File: config.mk
export PLATFORM = sky130hd
export DESIGN_NAME = pc_sequencer
export DESIGN_NICKNAME = d
export VERILOG_FILES = /design/src/rtl/pc_sequencer.sv
export SDC_FILE = /design/constraint.sdc
export NUM_CORES = 1
export LEC_CHECK = 0
export BUFFER_PORTS_ARGS = -buffer_cell sky130_fd_sc_hd__buf_2
export CAP_MARGIN = 20
export CORE_ASPECT_RATIO = 0.6
export CORE_UTILIZATION = 25
export CTS_BUF_LIST = sky130_fd_sc_hd__clkbuf_4
export DETAILED_ROUTE_END_ITERATION = 16
export GPL_TIMING_DRIVEN = 0
export PLACE_DENSITY_LB_ADDON = 0.12
export REMOVE_ABC_BUFFERS = 1
export SYNTH_ARGS = -nofsm -noshare
export SYNTH_HDL_FRONTEND = slang
export SYNTH_SLANG_ARGS = --single-unit
File: constraint.sdc
create_clock -name clk -period 5.1 [get_ports clk]
set_input_delay 1.02 -clock clk [delete_from_list [all_inputs] [get_ports clk]]
set_output_delay 1.02 -clock clk [all_outputs]
set_load 0.005 [all_outputs]
File: src/rtl/pc_sequencer.sv
// pc_sequencer: program counter and run-control stage ahead of control_unit.
// Holds the fetch PC and advances it on every committed cycle. Runs a
// start / pause / single-step / halt state machine and produces the exec_en
// commit strobe that gates architectural side effects downstream.
module pc_sequencer #(
   parameter int                ADDR_W      = 15,
   parameter logic [ADDR_W-1:0] RESET_PC    = '0,
   parameter logic [5:0]        HALT_OPCODE = 6'b111111
) (
   input  logic              clk,
   input  logic              rst,
   input  logic              start,
   input  logic [ADDR_W-1:0] start_addr,
   input  logic              halt_req,
   input  logic              step,
   input  logic [31:0]       instr,
   input  logic              PC_control,
   input  logic [ADDR_W-1:0] j_instr_addr,
   output logic [ADDR_W-1:0] PC,
   output logic              exec_en,
   output logic [1:0]        state_o,
   output logic [31:0]       retired,
   output logic              pc_wrap
);

   typedef enum logic [1:0] {
      ST_IDLE  = 2'b00,
      ST_RUN   = 2'b01,
      ST_PAUSE = 2'b10,
      ST_DONE  = 2'b11
   } state_t;

   state_t            state_reg, state_next;
   logic [ADDR_W-1:0] pc_reg;
   logic [31:0]       retired_reg;
   logic              pc_wrap_reg;

   logic              is_halt;
   logic              commit;
   logic              load_start;
   logic [ADDR_W-1:0] pc_plus_one;
   logic [ADDR_W-1:0] next_pc;
   logic              seq_wrap;

   // Only the opcode field matters here; the rest of the word belongs to
   // control_unit.
   logic unused_instr_bits;
   assign unused_instr_bits = ^instr[25:0];

   assign is_halt     = (instr[31:26] == HALT_OPCODE);
   assign pc_plus_one = pc_reg + {{(ADDR_W-1){1'b0}}, 1'b1};
   assign next_pc     = PC_control ? j_instr_addr : pc_plus_one;
   // A sequential increment from all-ones wraps to zero.
   assign seq_wrap    = !PC_control && (pc_reg == {ADDR_W{1'b1}});

   // State register.
   always_ff @(posedge clk or posedge rst) begin
      if (rst) begin
         state_reg <= ST_IDLE;
      end else begin
         state_reg <= state_next;
      end
   end

   // Next-state decode, commit strobe and start-load request.
   always_comb begin
      state_next = state_reg;
      commit     = 1'b0;
      load_start = 1'b0;
      unique case (state_reg)
         ST_IDLE, ST_DONE: begin
            if (start) begin
               state_next = ST_RUN;
               load_start = 1'b1;
            end
         end
         ST_RUN: begin
            // The halt word wins over a pause request so the PC parks on it.
            if (is_halt) begin
               state_next = ST_DONE;
            end else if (halt_req) begin
               state_next = ST_PAUSE;
            end else begin
               commit = 1'b1;
            end
         end
         ST_PAUSE: begin
            if (step && is_halt) begin
               state_next = ST_DONE;
            end else if (step) begin
               commit = 1'b1;
            end else if (!halt_req) begin
               state_next = ST_RUN;
            end
         end
         default: begin
            state_next = ST_IDLE;
         end
      endcase
   end

   // PC, retired-count and wrap-flag datapath.
   always_ff @(posedge clk or posedge rst) begin
      if (rst) begin
         pc_reg      <= RESET_PC;
         retired_reg <= 32'd0;
         pc_wrap_reg <= 1'b0;
      end else if (load_start) begin
         pc_reg      <= start_addr;
         retired_reg <= 32'd0;
         pc_wrap_reg <= 1'b0;
      end else if (commit) begin
         pc_reg      <= next_pc;
         retired_reg <= retired_reg + 32'd1;
         if (seq_wrap) begin
            pc_wrap_reg <= 1'b1;
         end
      end
   end

   // The rst term keeps the strobe low for the whole reset window, even
   // before the first edge has settled the state register.
   assign exec_en = commit && !rst;
   assign PC      = pc_reg;
   assign state_o = state_reg;
   assign retired = retired_reg;
   assign pc_wrap = pc_wrap_reg;

endmodule

* Word level (Yosys, flattened, before mapping)
Index checks and enable logic that the tools add are counted.
Word-level totals: register bits after elaboration 50, logic and storage cells 48
Cells by class: add/sub/neg operators 2, equal/unequal tests 9, muxes and demuxes 22, reductions and logical operators 11
Operators with widths (count):
- $mux W32 | 2
- $mux W15 | 3
- $add A32 B1 Y32 const B | 1
- $add A15 B1 Y15 const B | 1
- $eq A15 B15 Y1 const B | 1
- $mux W2 | 6
- $mux W1 | 9
- $ne A3 B3 Y1 const B | 3
- $eq A6 B6 Y1 const B | 1
- $pmux W2 S3 | 1
- $eq A2 B2 Y1 const B | 2
- $reduce_and A4 Y1 | 1
- $reduce_bool A2 Y1 | 2
- $logic_and A1 B1 Y1 | 3
- $eq A2 B1 Y1 const B | 1
- $logic_not A1 Y1 | 2
- $logic_not A2 Y1 | 1
- $ne A2 B2 Y1 const B | 1
- $pmux W1 S2 | 1
- $reduce_and A2 Y1 | 1
- $reduce_or A2 Y1 | 1

* Logic depth before layout (Yosys ltp)
word-level depth 6, mapped depth 9

* Worst setup path before layout
Ideal clock, no wire load.
path type in2out, start input port halt_req, end output port exec_en, data arrival time 1862 ps, required time 4080 ps, path slack 2218 ps, stages on the path 4, buffers on the path 0, cells stage by stage nand2b_1 -> a21oi_2 -> nand2_1 -> nor2_1
On the way: longest elaborated chain between the ends 4
Ends and longest elaborated chain:
- from (decl) | line 14 | input logic halt_req,
- $mux W1 | line 81 | end else if (halt_req) begin
- $mux W1 | line 79 | if (is_halt) begin
- $pmux W1 S2 | line 70 | unique case (state_reg)
- $logic_and A1 B1 Y1 | line 123 | assign exec_en = commit && !rst;
- to (decl) | line 20 | output logic exec_en,
Every way passes these cells.

* Final worst setup path
Same ends and word-level chain as after synthesis.

==> results_dict.tcl <==
set metrics [dict create \
    fin_crit_sh_pct 67.5 \
    endpoint "exec_en" \
    intPower_w 0.000783 \
    p_clk_share_pct 13.8 \
    path_clk_slew_ps 140 \
    arrival_ps 2420 \
    numPortBuffers 92 \
    setup_ws_ps 1660 \
    largest_reg_flops 32 \
    synth_edf_count 0 \
    clockBufferDepth 2 \
    die_h_um 86.3 \
    die_x_um 143 \
    tightest_slew_ps 889 \
    grt_max_degree 28 \
    antenna_found_initial 0 \
    p_leak_nw 1.71 \
    syn_area_mm2 0.00296 \
    worst_clock_skew_ps 11.0 \
    synthArstFlopShare_pct 100 \
    cts_tree "built" \
    rr_endpoint "retired[20]" \
    holdWs_ps 542 \
    initial_core_util_pct 26.0 \
    top_usage_layer "met1" \
    use_met2_pct 22.5 \
    crit_fanout 10 \
    ys_ff_latch 50 \
    syn_avg_cell_area_um2 8.87 \
    crit_chain "buf_2 > nand2b_1 > a21oi_2 > nand2_1 > nor2_1 > buf_2" \
    finalHoldViolCount 0 \
    drtIter0Drc 170 \
    crit_top_cell "buf_2" \
    grt_pass1_wl_um 14800 \
    clock_latency_ps 370 \
    pin_count 119 \
    power_density_mw_per_mm2 382 \
    finalCriticalPeriod_ps 3440 \
    grtUsageMet1_pct 22.9 \
    startpoint "halt_req" \
    drc 0 \
    fin_nets 494 \
    rr_worst_depth 7 \
    cts_made_buffers 5 \
    netSwitchingPower_w 0.000609 \
    grt_pass1_vias 2705 \
    crit_type "primary input to output pin" \
    ir_drop_v 0.000139 \
    rows 30 \
    reg2reg_setup_slack_ps 2480 \
    cp.depth 6 \
    cp.buffers_inverters 2 \
    areaGrowthSynthToFinish_pct 23.0 \
    switching_share_pct 43.8 \
    totalWireLength_um 9000 \
    firstDrtPassIters 4 \
    numClockSinks 50 \
    setup_viol 0 \
    synth_seq_area_share_pct 42.2 \
    cts_resized 0 \
    grt_util_all_layers_pct 15.5 \
    critical_path.slowest_cell "a21oi_2" \
    place_congestion 0.776 \
    post-route-util_pct 32.0 \
    cts_setup_buffers 0 \
    worstHoldStart "pc_wrap" \
    startpoint_type "primary input" \
    layout_commonest_cell "buf_2" \
    drv_cap 0 \
    rsz0062_at_grt "no" \
    antenna_left 0 \
    outcome "finished clean" \
    final_cell_mix "buf_2, dfrtp_1, nand2_1, a21oi_1, nor2_1" \
    fmax_ghz 0.291 \
    cp_slowest_stage_delay_ps 420 \
    dp_hpwl_um 6530 \
    ys.flop_type "dfrtp_1" \
    die_area_mm2 0.0123 \
    synthDistinctLibCells 48 \
    syn_inst 334 \
    ctsHoldBuffers 0 \
    end_kind "output pin" \
    hold_path_class "flop to flop" \
    rr_startpoint "state_o[1]" \
    seq_power_share_pct 41.5 \
    drv_slew 0 \
    cts_root_buf "clkbuf_4" \
    grtUsageMet3_pct 3.98 \
    combPwrFrac_pct 44.7 \
    finalSetupTns_ps 0 \
    pre_cts_slack_ps 1640 \
    p_total_w 0.00139 \
    critical-path-top-delay-family "simple AND/OR/NAND/NOR gates" \
    via_per_inst 4.91 \
    htreeDepth 2 \
    post_drt_wl_per_cell_um 15.5 \
    yosysWarningCount 0 \
    overflow 0 \
    diodes 0 \
    core_area_mm2 0.0114 \
    vias 2855 \
    max_slew_margin_pct 40.6 \
    layout-drive-gt1-share_pct 27.0 \
    worstPathRequired_ps 4080 \
]
[synth_stat cells, drive strengths merged, types with 2 or more instances]
cell type	count	share of area (%)
nor3	9	1.7
o311ai	3	0.89
or3	10	2.2
nand4	14	3.9
and4	3	0.89
a31oi	2	0.42
a21oi	32	5.7
o41ai	2	0.59
o21ai	27	4.6
nor2	29	3.8
a211o	2	0.59
nor4	8	2.4
o31ai	5	1.3
mux2i	11	3.7
nand3	15	2.5
xor2	11	3.3
ha	4	1.7
o211ai	3	0.76
o22ai	6	1.3
and3	8	1.7
xnor2	6	1.8
buf	4	1.3
nand2	33	4.2
inv	12	1.5
or4	3	0.76
dfrtp	50	42
and2	2	0.42
a22oi	2	0.51
clkbuf	9	1.1
[worst reg2reg max path, stage by stage, from the launching register on]
cell      delay [ps]
dfrtp_1          430
inv_1             80
ha_1             190
nand2b_1         120
a21oi_2          420
nand4_1          570
or3_2            610
a21oi_1          150
[worst min path at each step]
stage	endpoint	slack, ps	depth (start not counted)
6_report	pc_wrap	540	2
5_1_grt	retired[6]	580	1
4_1_cts	pc_wrap	550	2
3_5_place_dp	pc_wrap	510	2
3_3_place_gp	pc_wrap	490	2
2_1_floorplan	pc_wrap	490	2
[cell type report]
class / instances / area, um^2
Clock buffer: 7 / 52.6
Tap cell: 160 / 200
Sequential cell: 50 / 1250
Timing Repair Buffer: 95 / 510
Fill cell: 1250 / 7760
Inverter: 12 / 45.0
Multi-Input combinational cell: 258 / 1590
[per-layer routing]
| metal | wire, um | share of wire [%] |
|---|---|---|
| met5 | 0 | 0 |
| met4 | 49 | 0.54 |
| met1 | 4700 | 52 |
| met3 | 447 | 5.0 |
| met2 | 3810 | 42 |
[power groups by stage]
stage	clock network (W)	logic, W	registers [W]
final	0.000192	0.000622	0.000578
after global routing	0.000221	0.000701	0.000591
after CTS	0.000210	0.000633	0.000577
after detailed placement	0	0.000631	0.000584
after global placement	0	0.000603	0.000584
after floorplan	0	0.000374	0.000569
[through the flow]
stage,cell area (um^2),instances
finish,3650,582
global route,3650,582
CTS,3650,582
detailed placement,3590,575
global placement,3540,572
floorplan,2880,320
[cells by family (layout without fill, tap and decap cells)]
group | Yosys count | in the layout | synth area share (%)
flops | 50 | 50 | 42.2
compound gates | 91 | 91 | 18.5
simple gates | 135 | 135 | 24.6
buf+inv | 26 | 114 | 4.26
fa+ha+maj | 4 | 4 | 1.69
xor+xnor | 17 | 17 | 5.02
mux | 11 | 11 | 3.71
Power figures use the tool's default switching activity.
